[src/rtl/fma_sched_pkg.sv]
// Shared types and constants for the FMA request scheduler.
package fma_sched_pkg;

  localparam int FMA_W       = 32;
  localparam int ID_W        = 1;
  localparam int FMA_LAT_MIN = 1;
  localparam int FMA_LAT_MAX = 15;

  typedef enum logic [1:0] {
    IDLE = 2'd0,
    EXEC = 2'd1,
    HOLD = 2'd2
  } schedStateT;

  // Wide enough to hold FMA_LAT itself, so FMA_LAT-1 always fits.
  function automatic int cntWidth(input int lat);
    return $clog2(lat + 1);
  endfunction

endpackage

[src/rtl/fma_sched_if.sv]
// Client-side request/response bundle plus the datapath operand/result lines.
interface fma_sched_if
  import fma_sched_pkg::*;
#(
  parameter int W = FMA_W
);

  logic            req0_valid;
  logic            req0_ready;
  logic [W-1:0]    req0_a;
  logic [W-1:0]    req0_b;
  logic [W-1:0]    req0_c;

  logic            req1_valid;
  logic            req1_ready;
  logic [W-1:0]    req1_a;
  logic [W-1:0]    req1_b;
  logic [W-1:0]    req1_c;

  logic [W-1:0]    fma_a;
  logic [W-1:0]    fma_b;
  logic [W-1:0]    fma_c;
  logic [W-1:0]    fma_d;

  logic            rsp_valid;
  logic            rsp_ready;
  logic [W-1:0]    rsp_data;
  logic [ID_W-1:0] rsp_id;
  logic            busy;

  // Parent side: clients plus the FMA datapath instance.
  modport master (
    output req0_valid, req0_a, req0_b, req0_c,
    input  req0_ready,
    output req1_valid, req1_a, req1_b, req1_c,
    input  req1_ready,
    input  fma_a, fma_b, fma_c,
    output fma_d,
    input  rsp_valid, rsp_data, rsp_id, busy,
    output rsp_ready
  );

  modport slave (
    input  req0_valid, req0_a, req0_b, req0_c,
    output req0_ready,
    input  req1_valid, req1_a, req1_b, req1_c,
    output req1_ready,
    output fma_a, fma_b, fma_c,
    input  fma_d,
    output rsp_valid, rsp_data, rsp_id, busy,
    input  rsp_ready
  );

endinterface

[src/rtl/fma_sched_rr_arb2.sv]
// Two-way round-robin arbiter; on a tie the requester not granted last time wins.
module rr_arb2 (
  input  logic       clk,
  input  logic       rst,
  input  logic [1:0] req,
  input  logic       enable,
  input  logic       update,
  output logic [1:0] grant,
  output logic       grantIdx
);

  logic lastGrantReg;

  always_comb begin
    grantIdx = 1'b0;
    if (req == 2'b11) begin
      grantIdx = ~lastGrantReg;
    end else if (req[1]) begin
      grantIdx = 1'b1;
    end
    grant = 2'b00;
    if (enable && (req != 2'b00)) begin
      grant = grantIdx ? 2'b10 : 2'b01;
    end
  end

  // Reset to 1 so requester 0 takes the first tie.
  always_ff @(posedge clk or posedge rst) begin
    if (rst) begin
      lastGrantReg <= 1'b1;
    end else if (update) begin
      lastGrantReg <= grantIdx;
    end
  end

endmodule

[src/rtl/fma_sched.sv]
// Issues one operand triple at a time to the shared FMA datapath and returns
// the sampled result tagged with the requester that issued it.
module fma_sched
  import fma_sched_pkg::*;
#(
  parameter int FMA_LAT = 2,
  parameter int W       = FMA_W
) (
  input logic        clk,
  input logic        rst,
  fma_sched_if.slave bus
);

  // Out-of-range latencies are clamped rather than building a broken counter.
  localparam int LAT = (FMA_LAT < FMA_LAT_MIN) ? FMA_LAT_MIN :
                       (FMA_LAT > FMA_LAT_MAX) ? FMA_LAT_MAX : FMA_LAT;
  localparam int CW  = cntWidth(LAT);
  localparam logic [CW-1:0] CNT_LOAD = CW'(LAT - 1);

  schedStateT      stateReg;
  schedStateT      stateNext;
  logic [CW-1:0]   cntReg;
  logic [CW-1:0]   cntNext;

  logic [W-1:0]    fmaAReg;
  logic [W-1:0]    fmaBReg;
  logic [W-1:0]    fmaCReg;
  logic [W-1:0]    rspDataReg;
  logic [ID_W-1:0] rspIdReg;
  logic            rspValidReg;

  logic [1:0]      reqValid;
  logic [1:0]      grant;
  logic            grantIdx;
  logic            arbEnable;
  logic            accept;
  logic            capture;
  logic            rspFire;

  logic [W-1:0]    opA [2];
  logic [W-1:0]    opB [2];
  logic [W-1:0]    opC [2];

  assign reqValid = {bus.req1_valid, bus.req0_valid};
  assign opA[0]   = bus.req0_a;
  assign opB[0]   = bus.req0_b;
  assign opC[0]   = bus.req0_c;
  assign opA[1]   = bus.req1_a;
  assign opB[1]   = bus.req1_b;
  assign opC[1]   = bus.req1_c;

  rr_arb2 uArb (
    .clk      (clk),
    .rst      (rst),
    .req      (reqValid),
    .enable   (arbEnable),
    .update   (accept),
    .grant    (grant),
    .grantIdx (grantIdx)
  );

  always_comb begin
    stateNext = stateReg;
    cntNext   = cntReg;
    arbEnable = 1'b0;
    accept    = 1'b0;
    capture   = 1'b0;
    rspFire   = 1'b0;
    case (stateReg)
      IDLE: begin
        arbEnable = 1'b1;
        // A grant is only ever raised toward a valid requester, so it is the handshake.
        if (grant != 2'b00) begin
          accept    = 1'b1;
          cntNext   = CNT_LOAD;
          stateNext = EXEC;
        end
      end
      EXEC: begin
        if (cntReg == '0) begin
          capture   = 1'b1;
          stateNext = HOLD;
        end else begin
          cntNext = cntReg - 1'b1;
        end
      end
      HOLD: begin
        if (bus.rsp_ready) begin
          rspFire   = 1'b1;
          stateNext = IDLE;
        end
      end
      default: begin
        stateNext = IDLE;
      end
    endcase
  end

  always_ff @(posedge clk or posedge rst) begin
    if (rst) begin
      stateReg <= IDLE;
      cntReg   <= '0;
    end else begin
      stateReg <= stateNext;
      cntReg   <= cntNext;
    end
  end

  always_ff @(posedge clk or posedge rst) begin
    if (rst) begin
      fmaAReg     <= '0;
      fmaBReg     <= '0;
      fmaCReg     <= '0;
      rspDataReg  <= '0;
      rspIdReg    <= '0;
      rspValidReg <= 1'b0;
    end else begin
      if (accept) begin
        fmaAReg  <= opA[grantIdx];
        fmaBReg  <= opB[grantIdx];
        fmaCReg  <= opC[grantIdx];
        rspIdReg <= grantIdx;
      end
      if (capture) begin
        rspDataReg  <= bus.fma_d;
        rspValidReg <= 1'b1;
      end else if (rspFire) begin
        rspValidReg <= 1'b0;
      end
    end
  end

  assign bus.req0_ready = grant[0];
  assign bus.req1_ready = grant[1];
  assign bus.fma_a      = fmaAReg;
  assign bus.fma_b      = fmaBReg;
  assign bus.fma_c      = fmaCReg;
  assign bus.rsp_valid  = rspValidReg;
  assign bus.rsp_data   = rspDataReg;
  assign bus.rsp_id     = rspIdReg;
  assign bus.busy       = (stateReg != IDLE);

endmodule

[src/flat_wrapper.sv]
// flat-port wrapper written by rule: the top's interface ports become plain ports
module fma_sched_flat import fma_sched_pkg::*;
#(
  parameter int FMA_LAT = 2,
  parameter int W       = FMA_W
)
  (clk, rst, bus_req0_valid, bus_req0_a, bus_req0_b, bus_req0_c, bus_req0_ready, bus_req1_valid, bus_req1_a, bus_req1_b, bus_req1_c, bus_req1_ready, bus_fma_a, bus_fma_b, bus_fma_c, bus_fma_d, bus_rsp_valid, bus_rsp_data, bus_rsp_id, bus_busy, bus_rsp_ready);
  fma_sched_if #(.W(W)) bus_i ();
  input logic clk;
  input logic rst;
  input wire logic [$bits(bus_i.req0_valid)-1:0] bus_req0_valid;
  input wire logic [$bits(bus_i.req0_a)-1:0] bus_req0_a;
  input wire logic [$bits(bus_i.req0_b)-1:0] bus_req0_b;
  input wire logic [$bits(bus_i.req0_c)-1:0] bus_req0_c;
  output wire logic [$bits(bus_i.req0_ready)-1:0] bus_req0_ready;
  input wire logic [$bits(bus_i.req1_valid)-1:0] bus_req1_valid;
  input wire logic [$bits(bus_i.req1_a)-1:0] bus_req1_a;
  input wire logic [$bits(bus_i.req1_b)-1:0] bus_req1_b;
  input wire logic [$bits(bus_i.req1_c)-1:0] bus_req1_c;
  output wire logic [$bits(bus_i.req1_ready)-1:0] bus_req1_ready;
  output wire logic [$bits(bus_i.fma_a)-1:0] bus_fma_a;
  output wire logic [$bits(bus_i.fma_b)-1:0] bus_fma_b;
  output wire logic [$bits(bus_i.fma_c)-1:0] bus_fma_c;
  input wire logic [$bits(bus_i.fma_d)-1:0] bus_fma_d;
  output wire logic [$bits(bus_i.rsp_valid)-1:0] bus_rsp_valid;
  output wire logic [$bits(bus_i.rsp_data)-1:0] bus_rsp_data;
  output wire logic [$bits(bus_i.rsp_id)-1:0] bus_rsp_id;
  output wire logic [$bits(bus_i.busy)-1:0] bus_busy;
  input wire logic [$bits(bus_i.rsp_ready)-1:0] bus_rsp_ready;
  assign bus_i.req0_valid = bus_req0_valid;
  assign bus_i.req0_a = bus_req0_a;
  assign bus_i.req0_b = bus_req0_b;
  assign bus_i.req0_c = bus_req0_c;
  assign bus_req0_ready = bus_i.req0_ready;
  assign bus_i.req1_valid = bus_req1_valid;
  assign bus_i.req1_a = bus_req1_a;
  assign bus_i.req1_b = bus_req1_b;
  assign bus_i.req1_c = bus_req1_c;
  assign bus_req1_ready = bus_i.req1_ready;
  assign bus_fma_a = bus_i.fma_a;
  assign bus_fma_b = bus_i.fma_b;
  assign bus_fma_c = bus_i.fma_c;
  assign bus_i.fma_d = bus_fma_d;
  assign bus_rsp_valid = bus_i.rsp_valid;
  assign bus_rsp_data = bus_i.rsp_data;
  assign bus_rsp_id = bus_i.rsp_id;
  assign bus_busy = bus_i.busy;
  assign bus_i.rsp_ready = bus_rsp_ready;
  fma_sched #(.FMA_LAT(FMA_LAT), .W(W)) u_core (.clk(clk), .rst(rst), .bus(bus_i));
endmodule
[config.mk]
export PLATFORM = sky130hd
export DESIGN_NAME = fma_sched_flat
export DESIGN_NICKNAME = d
export VERILOG_FILES = /design/src/rtl/fma_sched_pkg.sv /design/src/rtl/fma_sched_if.sv /design/src/rtl/fma_sched_rr_arb2.sv /design/src/rtl/fma_sched.sv /design/src/flat_wrapper.sv
export SDC_FILE = /design/constraint.sdc
export NUM_CORES = 1
export LEC_CHECK = 0
export ABC_AREA = 0
export CAP_MARGIN = 10
export CORE_AREA = 4 4 140 142
export CTS_BUF_LIST = sky130_fd_sc_hd__clkbuf_8
export CTS_CLUSTER_DIAMETER = 120
export DETAILED_ROUTE_END_ITERATION = 8
export DIE_AREA = 0 0 144 146
export DONT_BUFFER_PORTS = 1
export GPL_TIMING_DRIVEN = 0
export PLACE_DENSITY = 0.58
export SLEW_MARGIN = 20
export SYNTH_ARGS = -nofsm -noshare
export SYNTH_HDL_FRONTEND = slang
export SYNTH_SLANG_ARGS = --single-unit
[constraint.sdc]
create_clock -name clk -period 4.7 [get_ports clk]
set_input_delay 0.94 -clock clk [delete_from_list [all_inputs] [get_ports clk]]
set_output_delay 0.94 -clock clk [all_outputs]
set_load 0.005 [all_outputs]
# Yosys cells after proc, flatten, opt, wreduce, memory -nomap -nowiden
# Cells that the tools add are included.
[op_classes]
reduce_logical = 10
mux = 28
n_lt_le_gt_ge = 1
eq_ne = 7
addsub = 1
bitwise_logic = 2
[op_table]
columns = ["cell", "count"]
rows = [
  ["32-bit 2-to-1 mux", 9],
  ["2-bit 2-to-1 mux", 6],
  ["1-bit 2-to-1 mux", 11],
  ["2-bit nonzero test", 5],
  ["2-bit case mux with 3 select lines", 1],
  ["3-bit AND reduction", 2],
  ["2-bit equality test, second input constant", 2],
  ["2-bit zero test", 2],
  ["2-bit by 1-bit != test with 1-bit output, second input constant", 2],
  ["2-bit != test, second input constant", 2],
  ["2-bit case mux with 2 select lines", 1],
  ["2-bit by 1-bit equality test with 1-bit output, second input constant", 1],
  ["2-bit greater-or-equal comparator, second input constant", 1],
  ["1-bit inverter with 2-bit output", 1],
  ["2-bit by 1-bit subtractor with 2-bit output, second input constant", 1],
  ["1-bit logical AND", 1],
  ["1-bit inverter", 1],
]
[word_totals]
input_bits = 229
register_bits = 135

# Logic depth before layout (Yosys ltp)
[depth]
word_depth = 7
mapped_depth = 6

# Cells and area by module
# From an unflattened synthesis, not the netlist that was laid out.
[unflattened]
hier_cells = 419
hier_area_um2 = 6399.9
[by_module_without_submodules]
columns = ["mod", "n_inst", "seq_area_each_um2", "cells_per_inst", "area_per_inst_um2"]
rows = [
  ["fma_sched", 1, 3353.2, 411, 6323.6],
  ["rr_arb2", 1, 26.3, 8, 76.3],
]

# Worst setup path before layout
# OpenSTA, ideal clock, no wires.
[synth_path]
kind = "input -> output"
start = "in bus_req0_valid"
end = "out bus_req1_ready"
arrival_ns = 1.536
path_stages = 4
n_path_buf = 2
setup_slack_ns = 2.224
path_cell_list = "nand2_1 > and3_1 > buf_2 > clkbuf_1"
[synth_via]
elab_chain_cells = 4
[synth_rtl]
columns = ["element", "line_no", "rtl"]
rows = [
  ["start, declared", "flat_wrapper.sv:11", "input wire logic [$bits(bus_i.req0_valid)-1:0] bus_req0_valid;"],
  ["2-bit equality test", "fma_sched_rr_arb2.sv:16", "if (req == 2'b11) begin"],
  ["1-bit 2-to-1 mux", "fma_sched_rr_arb2.sv:16", ""],
  ["2-bit 2-to-1 mux", "fma_sched_rr_arb2.sv:23", "grant = grantIdx ? 2'b10 : 2'b01;"],
  ["2-bit 2-to-1 mux *", "fma_sched_rr_arb2.sv:22", "if (enable && (req != 2'b00)) begin"],
  ["end, declared", "flat_wrapper.sv:20", "output wire logic [$bits(bus_i.req1_ready)-1:0] bus_req1_ready;"],
]
# Every way passes the cells marked *; elsewhere a longest branch is shown, timed or not.

# Worst setup path in the final report
[layout_path]
start = "reg u_core.stateReg[0]"
end = "out bus_req1_ready"
[layout_via]
elab_chain_cells = 4
[layout_rtl]
columns = ["element", "line_no", "rtl"]
rows = [
  ["start, declared", "fma_sched.sv:20", "schedStateT stateReg;"],
  ["start signal, assigned", "fma_sched.sv:104", "stateReg <= stateNext;"],
  ["2-bit zero test", "fma_sched.sv:69", "case (stateReg)"],
  ["1-bit 2-to-1 mux", "fma_sched.sv:69", ""],
  ["1-bit logical AND", "fma_sched_rr_arb2.sv:22", ""],
  ["2-bit 2-to-1 mux", "fma_sched_rr_arb2.sv:22", ""],
]
# No other way between the ends.

==> impl_summary.txt <==
----------------------------------------------------
[Run status]
  Outcome ... complete, no violations

[Layout]
  Fraction of layout cells with a size suffix above 1 ... around 22%
  Total non-filler cell area in the finished layout ... 6520 um^2
  Net count of the finished layout ... 679
  Ant diodes ... 0
  Area delta synth->final ... 12.4%

[Critical path]
  Crit. End Element ... primary output
  Data required time of the worst path ... 3.76 ns
  Startpoint-to-endpoint class of the critical path ... register to primary output
  Cell type of the slowest stage on the worst timing path ... sky130_fd_sc_hd__clkbuf_1
  Cell chain of the critical path ... nor2_2 -> and3_1 -> buf_2 -> clkbuf_1
  Crit-path max cell delay ... 0.56 ns
  Sort of element at the start of the critical path ... register
  Worst-path fanout max ... 10
  Critical path arrival ... 2.05 ns

[Floorplan]
  Top-Level Pins ... 362
  Core Box Area ... roughly 18,000 um^2
  Width of the die ... 144 um
  Rows ... 50
  Y dimension of the die ... approximately 150 um
  Area of the die ... 21,000 um^2
  Initial Utilization ... between 30% and 40%

[Power and ir drop]
  Combinational Power Share ... a little over a third
  Peak supply drop ... approximately 0.27 mV
  P_sw ... 1900 uW
  Leakage Power ... 0.00277 uW
  Total internal power ... between 3000 and 4000 uW
  Share of power burned in the clock network ... 19.1%
  Sequential Power Share ... 45.1%
  Switching power as a share of total power ... 37.7%
  Pwr per Cell Area ... 773 nW/um^2

[Yosys]
  Net count after synthesis ... 659
  Top post-synthesis cells by count ... sky130_fd_sc_hd__dfrtp_1, sky130_fd_sc_hd__a221o_1, sky130_fd_sc_hd__o21a_1
  Share of the yosys chip area belonging to registers ... around 58%
  Count of synthesis-stage warnings from yosys ... 0
  Proportion of netlist area held by the largest area contributor ... between 50% and 60%
  Synthesized area per cell ... 13.5 um^2
  Top area cells in the synthesized netlist ... sky130_fd_sc_hd__dfrtp_1, sky130_fd_sc_hd__a221o_1, sky130_fd_sc_hd__o21a_1
  Library cells used by synthesis ... 23
  Most area-hungry cell type in the Yosys netlist ... sky130_fd_sc_hd__dfrtp_1
  Count of flip-flops with a built-in enable after synthesis ... 0
  Total standard cell area after synthesis ... 5800 um^2
  Yosys reg bits ... 135
  Leading cell type by number of instances after synthesis ... sky130_fd_sc_hd__dfrtp_1
  Most frequently used flop master after synthesis ... sky130_fd_sc_hd__dfrtp_1
  Fraction of registers with async set/reset ... 100%
  Cell count after synthesis ... 429

[Placed design]
  Placer's final routability congestion estimate ... around 0.79
  Count of buffers inserted at the top-level ports ... 0
  Detailed-placement wirelength estimate ... 14,100 um
  Instance area at placement ... 6130 um^2
  Pre-CTS setup slack ... ~1.8 ns

[Global route]
  GRT Residual Overflow ... 0
  Largest net degree at the start of global routing ... between 70 and 80
  Total GRT Usage ... 16.5%
  Number of global-route vias before repair ... 4,259
  Initial antenna violation count ... 0
  Wire length of the first global-routing pass ... 26,200 um

[CTS]
  Clock buffer depth ... 2
  Clock tree from TritonCTS ... done
  # Post-CTS Setup Buffers ... 0
  Worst-path clk slew ... 0.08 ns
  Count of hold-fix buffers inserted at cts ... 0
  Clock root buffer master ... sky130_fd_sc_hd__clkbuf_8
  H-tree depth ... 4
  Cts bufs inserted ... 17
  Clk_lat worst skew ... 0.43 ns
  Post-cts sizing count ... 0
  Clk sinks ... 135

[Timing]
  Max Transition Viols Final ... 0
  Fraction of the cycle the final worst path needs ... 63.7%
  Slew at the pin closest to its max-slew limit ... 0.750 ns
  Unrepaired setup endpoints after global routing ... false
  Final clock skew ... just under 0.01 ns
  Final setup fails ... 0
  Final min period ... approximately 3.0 ns
  Maximum frequency from static timing analysis ... 334 MHz
  Hold violation total from the final report ... 0
  Rel. slew slack ... 50.0%
  Setup WS post-layout ... about 1.7 ns

[Detailed routing]
  Post-route DRC ... 0
  Iteration count of the initial detailed-routing pass ... 5
  DR iter-0 viols ... between 300 and 400
  DRT antenna net count ... 0
  Number of vias in the routed layout ... about 4,200
  Routed wirelength normalized by instance count ... between 20 and 30 um
  Total length of routed wires ... 18,500 um
  Via density ... 5.99

[Job]
  Maxcap violations ... 0

[Worst hold path]
  Hold WC Path Type ... input port to async pin

----------------------------------------------------
-- final cells by class --
cell class                      count  area (um^2)
Buffer                             45          236
Clock buffer                       17          234
Clock inverter                     15          158
Fill cell                        1773        11900
Inverter                            5         26.3
Multi-Input combinational cell    244         2170
Sequential cell                   135         3380
Tap cell                          234          293
Timing Repair Buffer                1         27.5
-- placed cells by master, fill, tap and decap left out, drive strengths merged --
cell / instances
buf: 30
o21a: 96
or3b: 1
o31ai: 1
bufinv: 1
nor2: 3
inv: 14
o22ai: 1
o21ai: 2
and3: 2
clkbuf: 33
ha: 1
a221o: 96
nand3: 1
dfrtp: 134
a21o: 2
a21oi: 2
mux2: 33
dfstp: 1
nand2b: 1
clkinv: 3
clkinvlp: 2
nand2: 2
-- power groups by stage --
stage,clock [uW],sequential [uW],combinational [uW]
after detailed placement,0,2290,1830
after CTS,995,2280,1830
final,964,2270,1800
after global placement,0,2290,1740
after global routing,1040,2330,1970
after floorplan,0,2090,1450
-- per-stage QoR --
step / power (uW) / hold slack (ns) / util (%) / cells / TNS [ns]
finish: 5040 / 0.357 / 35.3 / 696 / 0
floorplan: 3550 / 0.474 / - / 429 / 0
global route: 5340 / 0.353 / 35.3 / 696 / 0
global placement: 4030 / 0.492 / 33.0 / 663 / -132.04
detailed placement: 4120 / 0.509 / 33.2 / 664 / 0
CTS: 5100 / 0.340 / 35.3 / 696 / 0
-- metal layers --
layer  up-vias  wire, um  global-route usage, %
met5         -         0                      0
met4         0       257                   5.18
met3        14      1670                   4.83
met2       292      9840                   29.8
met1      2114      6760                   18.4
li1       1749         -                      -
-- worst max-delay path, delay by kind of cell, from the launching register on --
family                 cells  cell delay (ns)
buffers and inverters      2             0.81
AND/OR/NAND/NOR            2             0.37
flip-flops                 1             0.44
-- logic make-up (layout without fill, tap and decap cells) --
family                     count (synthesis)  count (layout)  share of synthesized area (%)
DFF                                      135             135                           58.2
AOI/OAI and AO/OA                        200             200                           29.8
muxes                                     33              33                           6.40
buffers and inverters                     50              83                           4.40
adders and majority gates                  1               1                          0.216
and+or+nand+nor                           10              10                          0.927
-- registers in the layout, summed over array words and instances (netlist names) --
| name | count |
|---|---|
| u_core.cntReg | 2 |
| u_core.bus.fma_a | 32 |
| u_core.stateReg | 2 |
| u_core.bus.fma_b | 32 |
| u_core.bus.rsp_valid | 1 |
| u_core.bus.rsp_data | 32 |
| u_core.uArb.lastGrantReg | 1 |
| u_core.bus.fma_c | 32 |
| u_core.bus.rsp_id | 1 |
-- final timing paths --
path	start	endpoint	slack, ns	cells past startpoint
worst max-delay path	u_core.stateReg[0]	bus_req1_ready	1.71	4
worst min-delay path	rst	u_core.bus.rsp_data[0]	0.36	1
worst max register to register	u_core.stateReg[0]	u_core.bus.fma_b[10]	2.75	5
worst min register to register	u_core.cntReg[1]	u_core.cntReg[1]	0.52	2
max in group asynchronous	rst	u_core.bus.fma_b[29]	3.61	2
min in group clk	u_core.cntReg[1]	u_core.cntReg[1]	0.52	2
Note: power is estimated with default switching activity, not from simulation.
==> patch, RTL diff (config.mk and constraints unchanged) <==
Reset style: synchronous (`rst`), changed in 3 clocked blocks.
--- a/src/rtl/fma_sched_rr_arb2.sv
+++ b/src/rtl/fma_sched_rr_arb2.sv
@@ -25,7 +25,7 @@
   end
 
   // Reset to 1 so requester 0 takes the first tie.
-  always_ff @(posedge clk or posedge rst) begin
+  always_ff @(posedge clk) begin
     if (rst) begin
       lastGrantReg <= 1'b1;
     end else if (update) begin
--- a/src/rtl/fma_sched.sv
+++ b/src/rtl/fma_sched.sv
@@ -96,7 +96,7 @@
     endcase
   end
 
-  always_ff @(posedge clk or posedge rst) begin
+  always_ff @(posedge clk) begin
     if (rst) begin
       stateReg <= IDLE;
       cntReg   <= '0;
@@ -106,7 +106,7 @@
     end
   end
 
-  always_ff @(posedge clk or posedge rst) begin
+  always_ff @(posedge clk) begin
     if (rst) begin
       fmaAReg     <= '0;
       fmaBReg     <= '0;
Behaviour: differs if rst is asserted again (counterexample within 4 cycles, from zero or initial values and one cycle with rst high); with rst held inactive, the same outputs for 4 cycles.
==> patch against the unedited design <==
- cell area down 0.88%
- area after synthesis decreased by 1.2%
- wire length up 25%
- first-iteration DRC count shrank 3.8%
- sequential cell count stayed put
- setup slack gained 19 ps
Power is not compared: it rests on default switching activity, and its combinational part moved more than twofold at a synthesized area within 25%.
==> patch: results (changes against the unedited design) <==
{
  "outcome": {
    "status": "finished clean"
  },
  "final_layout": {
    "multi_input_comb_area": {"value": 0.00265, "unit": "sq mm", "change": "+22%"},
    "number_of_multi_input_combinational_cells_in_the_layout": {"value": 508, "change": "+110%"},
    "drive_above_1_share": {"value": 8.24, "unit": "%", "change": "-13 points"},
    "multi_input_area_share": {"value": 40.9, "unit": "%", "change": "+7.7 points"},
    "final-seq-area": {"value": 0.00270, "unit": "sq mm", "change": "-20%"},
    "n_fill_cell": {"value": 1954, "change": "+10%"},
    "finish.cell_count_without_fillers": {"value": 999, "change": "+44%"},
    "number_of_nets_in_the_final_layout": {"value": 982, "change": "+45%"}
  },
  "sta": {
    "fin_worst_skew": {"value": 14.6, "unit": "ps", "change": "+4.81 ps"},
    "worst_slew_pin_slew": {"value": 694, "unit": "ps", "change": "-56.5 ps"}
  },
  "logic_synthesis": {
    "post_synthesis_adder_cell_area_fraction": {"value": 0.218, "unit": "%", "change": "+0.0027 points"},
    "synth.distinct_cells": {"value": 29, "change": "+26%"},
    "synth_fp_nets": {"value": 963, "change": "+46%"},
    "synth_cells": {"value": 733, "change": "+71%"},
    "synthMuxAreaShare": {"value": 0, "unit": "%", "change": "-6.4 points"},
    "synth_top_cells_by_area": "sky130_fd_sc_hd__dfxtp_1 47%, sky130_fd_sc_hd__nand3_1 17%, sky130_fd_sc_hd__a31oi_1 10%, sky130_fd_sc_hd__o21ai_1 8.6%, sky130_fd_sc_hd__nand2_1 4.4%",
    "area_fraction_in_compound_gates_after_synthesis": {"value": 23.1, "unit": "%", "change": "-6.7 points"},
    "netlist_top_cells_count": "192 x sky130_fd_sc_hd__nand3_1, 135 x sky130_fd_sc_hd__dfxtp_1, 98 x sky130_fd_sc_hd__o21ai_1",
    "ys_dominant_reg_cell": "sky130_fd_sc_hd__dfxtp_1"
  },
  "routing": {
    "wl_per_cell": {"value": 23.2, "unit": "um", "change": "-13%"},
    "drt_iter0_markers": {"value": 330, "change": "-3.8%"}
  },
  "setup_path": {
    "cpMaxStageDelayCell": "sky130_fd_sc_hd__nor2_4",
    "slowest_delay": {"value": 400, "unit": "ps", "change": "-160 ps"},
    "timing.rr.end": "u_core.bus.fma_b[13]",
    "setup.worst_path.start": "u_core.stateReg[0]",
    "endpoint": "bus_req0_ready",
    "arrival": {"value": 2030, "unit": "ps", "change": "-20 ps"},
    "ff2ff_setup_slack": {"value": 2610, "unit": "ps", "change": "-140 ps"}
  },
  "clock_network": {
    "clk_latency": {"value": 450, "unit": "ps", "change": "+20 ps"}
  },
  "worst_hold_path": {
    "hold_path.class": "register to register"
  },
  "grt": {
    "grt_first_pass_wirelength": {"value": 33900, "unit": "um", "change": "+29%"}
  },
  "placement": {
    "place.detailed.instances": {"value": 967, "change": "+46%"}
  }
}
[patch: cell types whose count changed in the layout (fill, tap and decap cells not counted), sizes merged, moves of 3 or more]
cell,change
a21oi,+35
clkbuf,+36
o21ai,+97
dfrtp,-134
a31oi,+96
bufinv,+3
a221o,-96
nand2,+65
dfxtp,+135
mux2,-33
buf,+5
o21a,-96
inv,-6
nand3,+191
[patch: power by group through the flow]
stage / Sequential [mW] / Combinational, mW / Clock (mW)
5_1_grt: 1.38 / 0.598 / 1.17
3_3_place_gp: 1.39 / 0.532 / 0
4_1_cts: 1.37 / 0.536 / 1.12
2_1_floorplan: 1.35 / 0.390 / 0
6_report: 1.37 / 0.535 / 1.09
3_5_place_dp: 1.39 / 0.537 / 0
[patch: per-layer routing]
layer / GRT usage, % / vias up / part of all wire, % / wire, um
met1: 26.1 / 2743 / 40 / 9260
met3: 7.10 / 38 / 10 / 2390
met2: 33.5 / 318 / 47 / 11000
li1: - / 2719 / - / -
met4: 6.17 / 0 / 2.2 / 512
met5: 0 / - / 0 / 0
